<file path="config.mk">
export PLATFORM = sky130hd
export DESIGN_NAME = fifo_wr_arb_flat
export DESIGN_NICKNAME = d
export VERILOG_FILES = /design/src/rtl/fifo_wr_arb_if.sv /design/src/rtl/fifo_wr_arb.sv /design/src/flat_wrapper.sv
export SDC_FILE = /design/constraint.sdc
export NUM_CORES = 1
export LEC_CHECK = 0
export BUFFER_PORTS_ARGS = -buffer_cell sky130_fd_sc_hd__buf_4
export CAP_MARGIN = 25
export CELL_PAD_IN_SITES_DETAIL_PLACEMENT = 0
export CELL_PAD_IN_SITES_GLOBAL_PLACEMENT = 1
export CORE_AREA = 2 2 58 60
export DETAILED_ROUTE_END_ITERATION = 8
export DIE_AREA = 0 0 60 62
export PLACE_DENSITY_LB_ADDON = 0.1
export REMOVE_ABC_BUFFERS = 1
export SLEW_MARGIN = 40
export SYNTH_ARGS = -nofsm -noshare
export SYNTH_HDL_FRONTEND = slang
export SYNTH_SLANG_ARGS = --single-unit
</file>
<file path="constraint.sdc">
create_clock -name clk -period 2.3 [get_ports clk]
set_clock_uncertainty 0.1 [all_clocks]
set_input_delay 0 -clock clk [delete_from_list [all_inputs] [get_ports clk]]
set_output_delay 0 -clock clk [all_outputs]
set_load 0.02 [all_outputs]
</file>
<file path="src/rtl/fifo_wr_arb_if.sv">
// fifo_wr_arb_if: bundle between NREQ write requesters, the arbiter and the
// write port of one fifo_scd instance.
//   req       requester -> arb : per-requester request, held until ack
//   din       requester -> arb : packed data, requester i on din[i*DW +: DW]
//   ack       arb -> requester : one-hot, word taken at this posedge
//   fifo_full fifo -> arb      : fifo_scd full flag
//   fifo_we   arb -> fifo      : write enable
//   fifo_din  arb -> fifo      : write data
//   grant_id  arb -> status    : index of the last requester written
//   busy      arb -> status    : burst lock held (arbiter FSM state)
// Handshake: a word moves on every posedge where req[i] and ack[i] are both
// high; ack is combinational, so the requester must hold req and its data
// stable until it sees ack, and may change them after that posedge.
interface fifo_wr_arb_if #(
  parameter int NREQ = 4,
  parameter int DW   = 8
);
  localparam int IW = $clog2(NREQ);

  logic [NREQ-1:0]    req;
  logic [NREQ*DW-1:0] din;
  logic [NREQ-1:0]    ack;
  logic               fifo_full;
  logic               fifo_we;
  logic [DW-1:0]      fifo_din;
  logic [IW-1:0]      grant_id;
  logic               busy;

  // Arbiter side.
  modport slave (
    input  req, din, fifo_full,
    output ack, fifo_we, fifo_din, grant_id, busy
  );

  // Requester / fifo / environment side.
  modport master (
    output req, din, fifo_full,
    input  ack, fifo_we, fifo_din, grant_id, busy
  );
endinterface

</file>
<file path="src/rtl/fifo_wr_arb.sv">
// fifo_wr_arb: round-robin arbiter sharing one fifo_scd write port between
// NREQ requesters. A granted requester may keep the port for up to BURST
// consecutive writes (FSM LOCKED) before ownership rotates.
// Ports:
//   clk    : clock, all state updates on posedge
//   rst_n  : asynchronous active-low reset
//   bus    : fifo_wr_arb_if.slave (req/din/ack, fifo_full/we/din, status)
// The FSM state (FREE/LOCKED) is visible on bus.busy.
module fifo_wr_arb #(
  parameter int NREQ  = 4,
  parameter int DW    = 8,
  parameter int BURST = 2
) (
  input logic          clk,
  input logic          rst_n,
  fifo_wr_arb_if.slave bus
);
  localparam int IW = $clog2(NREQ);
  localparam int CW = (BURST > 1) ? $clog2(BURST) : 1;

  typedef enum logic {S_FREE = 1'b0, S_LOCKED = 1'b1} state_t;

  state_t          r_state, w_state_nxt;
  logic [IW-1:0]   r_ptr, w_ptr_nxt;
  logic [IW-1:0]   r_owner, w_owner_nxt;
  logic [IW-1:0]   r_grant_id, w_grant_id_nxt;
  logic [CW-1:0]   r_cnt, w_cnt_nxt;
  logic [IW-1:0]   w_sel;
  logic            w_found;
  logic            w_hold_owner;
  logic            w_any;
  logic            w_wr;
  logic            w_same;
  logic            w_last;

  // (base + k) mod NREQ without a divider; base < NREQ and k < NREQ.
  function automatic logic [IW-1:0] wrap_add(input logic [IW-1:0] base, input int k);
    int s;
    s = int'(base) + k;
    if (s >= NREQ) s = s - NREQ;
    return IW'(s);
  endfunction

  // Selection: the lock owner keeps the port while it still requests,
  // otherwise the first requester at or after ptr wins. An owner that drops
  // req loses the port in the same cycle through the fallback search.
  always_comb begin
    w_hold_owner = (r_state == S_LOCKED) && bus.req[r_owner];
    w_sel        = '0;
    w_found      = 1'b0;
    if (w_hold_owner) begin
      w_sel = r_owner;
    end else begin
      for (int k = 0; k < NREQ; k++) begin
        if (!w_found && bus.req[wrap_add(r_ptr, k)]) begin
          w_sel   = wrap_add(r_ptr, k);
          w_found = 1'b1;
        end
      end
    end
  end

  assign w_any = |bus.req;
  assign w_wr  = w_any && !bus.fifo_full;

  // State register.
  always_ff @(posedge clk or negedge rst_n) begin
    if (!rst_n) begin
      r_state    <= S_FREE;
      r_ptr      <= '0;
      r_owner    <= '0;
      r_cnt      <= '0;
      r_grant_id <= '0;
    end else begin
      r_state    <= w_state_nxt;
      r_ptr      <= w_ptr_nxt;
      r_owner    <= w_owner_nxt;
      r_cnt      <= w_cnt_nxt;
      r_grant_id <= w_grant_id_nxt;
    end
  end

  // Next-state logic.
  always_comb begin
    // Continuing the owner's burst vs starting a fresh one.
    w_same         = (r_state == S_LOCKED) && (w_sel == r_owner);
    w_last         = w_same ? ((int'(r_cnt) + 1) >= BURST) : (BURST == 1);
    w_state_nxt    = r_state;
    w_ptr_nxt      = r_ptr;
    w_owner_nxt    = r_owner;
    w_cnt_nxt      = r_cnt;
    w_grant_id_nxt = r_grant_id;
    if (w_wr) begin
      w_grant_id_nxt = w_sel;
      w_ptr_nxt      = (w_sel == IW'(NREQ - 1)) ? '0 : w_sel + 1'b1;
      if (w_last) begin
        w_state_nxt = S_FREE;
        w_cnt_nxt   = '0;
      end else begin
        w_state_nxt = S_LOCKED;
        w_owner_nxt = w_sel;
        w_cnt_nxt   = w_same ? r_cnt + 1'b1 : CW'(1);
      end
    end else if ((r_state == S_LOCKED) && !bus.req[r_owner]) begin
      // Owner abandoned its burst while nothing was written.
      w_state_nxt = S_FREE;
      w_cnt_nxt   = '0;
    end
  end

  // Outputs. ack/we are gated by rst_n so they are quiet during reset.
  always_comb begin
    bus.ack = '0;
    if (rst_n && w_wr) bus.ack[w_sel] = 1'b1;
    bus.fifo_we  = rst_n && w_wr;
    bus.fifo_din = bus.din[int'(w_sel)*DW +: DW];
    bus.grant_id = r_grant_id;
    bus.busy     = (r_state == S_LOCKED);
  end
endmodule
</file>
<file path="src/flat_wrapper.sv">
// flat-port wrapper written by rule: the top's interface ports become plain ports
module fifo_wr_arb_flat 
#(
  parameter int NREQ  = 4,
  parameter int DW    = 8,
  parameter int BURST = 2
)
  (clk, rst_n, bus_req, bus_din, bus_fifo_full, bus_ack, bus_fifo_we, bus_fifo_din, bus_grant_id, bus_busy);
  fifo_wr_arb_if #(.NREQ(NREQ), .DW(DW)) bus_i ();
  input logic clk;
  input logic rst_n;
  input wire logic [$bits(bus_i.req)-1:0] bus_req;
  input wire logic [$bits(bus_i.din)-1:0] bus_din;
  input wire logic [$bits(bus_i.fifo_full)-1:0] bus_fifo_full;
  output wire logic [$bits(bus_i.ack)-1:0] bus_ack;
  output wire logic [$bits(bus_i.fifo_we)-1:0] bus_fifo_we;
  output wire logic [$bits(bus_i.fifo_din)-1:0] bus_fifo_din;
  output wire logic [$bits(bus_i.grant_id)-1:0] bus_grant_id;
  output wire logic [$bits(bus_i.busy)-1:0] bus_busy;
  assign bus_i.req = bus_req;
  assign bus_i.din = bus_din;
  assign bus_i.fifo_full = bus_fifo_full;
  assign bus_ack = bus_i.ack;
  assign bus_fifo_we = bus_i.fifo_we;
  assign bus_fifo_din = bus_i.fifo_din;
  assign bus_grant_id = bus_i.grant_id;
  assign bus_busy = bus_i.busy;
  fifo_wr_arb #(.NREQ(NREQ), .DW(DW), .BURST(BURST)) u_core (.clk(clk), .rst_n(rst_n), .bus(bus_i));
endmodule
</file>
Word-level counts from Yosys, hierarchy flattened
Index checks and enable logic that the tools add are counted.
Operators by class
  add/sub/neg operators: 10
  $lt $le $gt $ge: 12
  equal/unequal tests: 2
  shift operators: 1
  muxes and demuxes: 40
  bitwise logic cells: 1
  reductions and logical operators: 17
Operators with widths (count)
  >= comparator 32 x 3 -> 1 bit (second input constant): 1
  indexed part select 32 x 6 -> 8 bit: 1
  two-way mux 2 bit: 14
  two-way mux 1 bit: 19
  less-than comparator 2 x 3 -> 1 bit (second input constant): 6
  binary-select mux 1 bit (select 2 bit): 5
  >= comparator 3 bit (second input constant): 3
  logical AND 1 bit: 9
  subtractor 2 x 1 -> 2 bit (second input constant): 4
  adder 2 x 2 -> 3 bit (second input constant): 2
  zero test 1 bit: 5
  two-way mux 4 bit: 1
  OR reduction 4 bit: 1
  adder 2 x 1 -> 3 bit (second input constant): 1
  >= comparator 2 x 3 -> 1 bit (second input constant): 1
  adder 1 x 1 -> 2 bit (second input constant): 1
  adder 2 x 1 -> 2 bit (second input constant): 1
  demux 1 bit (select 2 bit): 1
  == test 2 bit: 1
  == test 2 bit (second input constant): 1
  >= comparator 2 x 1 -> 1 bit (second input constant): 1
  AND reduction 2 bit: 1
  nonzero test 2 bit: 1
  adder 1 bit (second input constant): 1
  NOT 1 bit: 1
Word-level totals
  register bits: 8
  bits of input ports: 39
  output and inout bits: 16
  word-level logic and storage cells: 88

Longest topological paths before layout
  depth after elaboration: 25
  depth in mapped cells: 9
  gate-level depth less buffers: 7

Worst setup path before layout
OpenSTA, ideal clock, no wires.
  path type: register -> register
  start point: reg u_core.r_owner[1]
  end point: reg u_core.r_ptr[1]
  setup time: 0.125 ns
  arrival: 2.106 ns
  data required time: 2.075 ns
  setup slack: -0.031 ns
  stages on the path, launching flop included: 9
  path buffers: 1
  clock period less this slack: 2.331 ns
  cells stage by stage: dfrtp_1 > mux2i_1 > or3b_1 > nand2_1 > mux2i_1 > buf_2 > inv_1 > ha_1 > mux2_2
On the way
  longest elaborated chain between the ends: 6
  elaborated cells between the ends (all ways): 7
  classes of those cells: add/sub: 1; eq/ne: 1; mux: 4; reduce/logical: 1
RTL lines
  from (decl): RTL line fifo_wr_arb.sv:25  | logic [IW-1:0] r_owner, w_owner_nxt;
  from (signal assigned): RTL line fifo_wr_arb.sv:77  | r_owner <= w_owner_nxt;
  binary-select mux 1 bit (select 2 bit): RTL line fifo_wr_arb.sv:48  | w_hold_owner = (r_state == S_LOCKED) && bus.req[r_owner];
  two-way mux 1 bit (not written as such): RTL line fifo_wr_arb.sv:48
  logical AND 1 bit: RTL line fifo_wr_arb.sv:48
  two-way mux 2 bit (*): RTL line fifo_wr_arb.sv:51  | if (w_hold_owner) begin
  named net u_core.w_sel[1]: RTL line fifo_wr_arb.sv:28  | logic [IW-1:0] w_sel;
  adder 2 x 1 -> 2 bit or == test 2 bit (tied branches): RTL line fifo_wr_arb.sv:95  | w_ptr_nxt = (w_sel == IW'(NREQ - 1)) ? '0 : w_sel + 1'b1;
  two-way mux 2 bit (*): RTL line fifo_wr_arb.sv:95
  to (signal assigned): RTL line fifo_wr_arb.sv:76  | r_ptr <= w_ptr_nxt;
  to (decl): RTL line fifo_wr_arb.sv:24  | logic [IW-1:0] r_ptr, w_ptr_nxt;
The timed path passes the listed nets; every way through them passes the cells marked *. The select of a mux whose other input is x is not followed.
A chain may end at the register's enable or synchronous reset.

Worst setup path after layout
  start point: reg u_core.r_ptr[0]
  end point: out bus_fifo_din[3]
On the way
  longest elaborated chain between the ends: 20
  elaborated cells between the ends (all ways): 45
  classes of those cells: add/sub: 7; order compare: 4; shift: 1; mux: 27; reduce/logical: 6
RTL lines
  >= comparator 2 x 3 -> 1 bit or subtractor 2 x 1 -> 2 bit (tied branches): RTL line fifo_wr_arb.sv:40  | if (s >= NREQ) s = s - NREQ;
  two-way mux 2 bit: RTL line fifo_wr_arb.sv:40
  two-way mux 2 bit: RTL line fifo_wr_arb.sv:51
  binary-select mux 1 bit (select 2 bit): RTL line fifo_wr_arb.sv:55  | if (!w_found && bus.req[wrap_add(r_ptr, k)]) begin
  two-way mux 1 bit (not written as such): RTL line fifo_wr_arb.sv:55
  two-way mux 1 bit: RTL line fifo_wr_arb.sv:55
  two-way mux 1 bit: RTL line fifo_wr_arb.sv:51
  zero test 1 bit: RTL line fifo_wr_arb.sv:55
  [4 not listed]
  logical AND 1 bit: RTL line fifo_wr_arb.sv:55
  two-way mux 1 bit: RTL line fifo_wr_arb.sv:55
  two-way mux 1 bit: RTL line fifo_wr_arb.sv:51
  zero test 1 bit: RTL line fifo_wr_arb.sv:55
  logical AND 1 bit: RTL line fifo_wr_arb.sv:55
  two-way mux 2 bit (*): RTL line fifo_wr_arb.sv:55
  two-way mux 2 bit (*): RTL line fifo_wr_arb.sv:51
  indexed part select 32 x 6 -> 8 bit (*): RTL line fifo_wr_arb.sv:116  | bus.fifo_din = bus.din[int'(w_sel)*DW +: DW];
  to (decl): RTL line flat_wrapper.sv:17  | output wire logic [$bits(bus_i.fifo_din)-1:0] bus_fifo_din;
Every way passes the cells marked *; elsewhere a longest branch is shown, timed or not. The select of a mux whose other input is x is not followed.

==> summary.md <==
| Metric | Value |
|---|---|
| Run status | finished with violations |
| Failing checks | setup timing |
| Post-DRT Antenna Nets | 0 |
| Grt total ovfl | 0 |
| Largest net degree at the start of global routing | 15 |
| Top cells by count, synth | dfrtp_1, mux4_2, nor2_1 |
| Worst slack, placed | -0.00827 ns |
| Distinct cells, synth | 34 |
| Die Area | 0.00372 sq mm |
| Initial antenna violation count | 0 |
| WL per Instance | approximately 13 um |
| Worst endpoint required time | about 2.2 ns |
| Post-synth ARST share | 100% |
| Max VDD drop | 0.513 mV |
| Power density cells | 1320 mW/mm^2 |
| 1st-iter DRT viols | 12 |
| Placer Congestion | slightly below 0.7 |
| Cell taking the most area after synthesis | dfrtp_1 |
| Top-area cell type share of the netlist area | 22.7% |
| Die Y | a little over 60 um |
| Startpoint Class | flop |
| Max_slew headroom | 57.6% |
| Hold Vio Cnt, Final | 0 |
| Final Cell Area | around 0.0014 sq mm |
| CP endpoint kind | output pin |
| Total CTS buffers | 3 |
| Clk_lat worst skew | about 0.25 ns |
| Area contributors post-synth | dfrtp_1, mux4_2, mux4_1 |
| Chip width | 60 um |
| Clk root buf | clkbuf_4 |
| Worst min-delay path category | input port to async pin |
| Drt total wl | 2300 um |
| Max Freq | approximately 0.41 GHz |
| Core area | 0.00318 sq mm |
| Deepest clock path buffer count | 2 |
| EDFF count, synth | 0 |
| Seq. cell area | 175 sq um |
| Number of synthesized register bits | 7 |
| Final number of setup-violating endpoints | 10 |
| Layout area overhead | 83.3% |
| Via Count | approximately 840 |
| Vias in the first global route | approximately 850 |
| Post-Synthesis Cells | 68 |
| DRC viols | 0 |
| Total clock sinks | 7 |
| Hpwl dp | 1680 um |
| CTS clock-pin slew for the worst setup and hold paths | about 0.05 ns |
| Crit-path max FO | 6 |
| Max-cap check violation count | 0 |
| Setup tns final | -0.829 ns |
| Row count | 21 |
| Final worst path period need | between 2 and 2.5 ns |
| Post-Syn Area | 773 sq um |
| Ys Warns | 0 |
| Most frequent cell after synthesis | dfrtp_1 |
| CP Class | flop to output pin |
| Filler instances | approximately 310 |
| P_leak | 0.675 nW |
| Final worst slack | -0.110 ns |
| Slew Limit Fails | 0 |
| Initial Util | between 20% and 30% |
| Final core utilization | 44.6% |
| H-tree depth | 1 |
| Crit path DAT | between 2 and 2.5 ns |
| CTS tree | done |
| Total chip power | approximately 1.9 mW |
| Diode count | 0 |
| Drt first pass iters | 3 |
| First-pass GRT wire length | roughly 3700 um |
| Sequential-to-total area share from yosys stat | a little under a quarter |
| DR vias/cell | about 4.6 |
| Area after DPL | roughly 0.0012 sq mm |
| Primary FF master, synth | dfrtp_1 |
| I/O Pins | 55 |
| Fin crit share | 105% |
| NumNets Final | 180 |
| RSZ-0062 raised after global routing | true |
| Port-buffer cells | 54 |
| Worst Max-Slew Pin Slew | approximately 0.63 ns |
| Tot GR Track Use | between 10% and 20% |
| Share of layout cells above drive strength 1 | 69.1% |
| Multi-input logic area | around 600 sq um |
| Syn Area/Cell | approximately 11 sq um |
[metal layers]
metal  wire (um)  GRT usage [%]  vias up  share of wire [%]
met2        1140           22.4       47                 50
met5           0              0        -                  0
li1            -              -      404                  -
met3         243           3.52        0                 11
met1         906           15.9      392                 39
met4           0           3.81        0                  0
[cell type report]
class / count / share of cell area (%)
inverters: 2 / 0.530
multi-input cells: 56 / 42.2
flip-flops and latches: 7 / 12.4
well taps: 46 / 4.06
clock buffers: 4 / 1.85
repair buffers: 67 / 39.0
[metrics by stage]
step           hold WS, ns  std cells
2_1_floorplan       -0.396         64
3_3_place_gp        -0.268        167
3_5_place_dp        -0.262        167
4_1_cts            0.00808        181
5_1_grt             0.0312        182
6_report            0.0173        182
[cell usage in the layout (no fill, tap or decap), types with 2 or more instances in the layout]
| cell type | Yosys | routed |
|---|---|---|
| mux2_2 | 4 | 4 |
| a21oi_1 | 4 | 4 |
| buf_6 | 1 | 12 |
| nor2b_1 | 2 | 2 |
| and3_1 | 4 | 4 |
| inv_1 | 2 | 2 |
| o21ai_0 | 2 | 2 |
| and2b_1 | 2 | 2 |
| dfrtp_1 | 7 | 7 |
| mux4_2 | 5 | 8 |
| ha_1 | 4 | 4 |
| dlygate4sd3_1 | 0 | 2 |
| nor2_1 | 5 | 4 |
| clkbuf_4 | 0 | 3 |
| buf_4 | 0 | 53 |
| and2_4 | 1 | 2 |
[what timing repair did]
action,4_1_cts,5_1_grt
gates cloned,2,0
endpoints found under the hold margin,8,0
hold buffers,2,0
setup endpoints to repair,12,14
resized for setup,22,6
pin swaps,5,0
buffers inserted,6,1
[worst max-delay path, stage by stage, from the launching register on]
cell	delay, ns
dfrtp_1	0.35
and2b_1	0.19
or4b_4	0.51
nand3_4	0.10
and2_4	0.22
mux4_2	0.53
buf_6	0.15
[flip-flops by register name, indices dropped and copies added, names as in the netlist]
name,flops
u_core.bus.busy,1
u_core.r_ptr,2
u_core.bus.grant_id,2
u_core.r_owner,2
[power breakdown]
group          switching (mW)  internal, mW
Combinational           0.657         0.856
Sequential             0.0545         0.185
Clock                  0.0480        0.0664
Total                   0.759          1.11
[worst paths after layout]
kind / start / end / slack [ns] / cells past startpoint
max: u_core.r_ptr[0]$_DFFE_PN0P_ / bus_fifo_din[3] / -0.11 / 6
min: rst_n / u_core.bus.busy$_DFFE_PN0P_ / 0.02 / 2
max reg2reg: u_core.r_ptr[0]$_DFFE_PN0P_ / u_core.r_ptr[1]$_DFFE_PN0P_ / 0.06 / 9
min reg2reg: u_core.bus.grant_id[0]$_DFFE_PN0P_ / u_core.bus.grant_id[0]$_DFFE_PN0P_ / 0.42 / 1
max in group asynchronous: rst_n / u_core.r_ptr[1]$_DFFE_PN0P_ / 1.94 / 2
min in group clk: bus_req[2] / u_core.r_ptr[0]$_DFFE_PN0P_ / 0.06 / 3
[kinds of logic (layout without fill, tap and decap cells)]
logic type               Yosys count  count (layout)  synth area share, %
multiplexers                      14              14                 33.2
buffers and inverters              6              73                 6.15
AND/OR/NAND/NOR                   27              28                 23.1
adder cells (fa/ha/maj)            4               4                 6.47
AO/OA/AOI/OAI                     10              10                 8.42
flip-flops                         7               7                 22.7
Power figures use the tool's default switching activity.
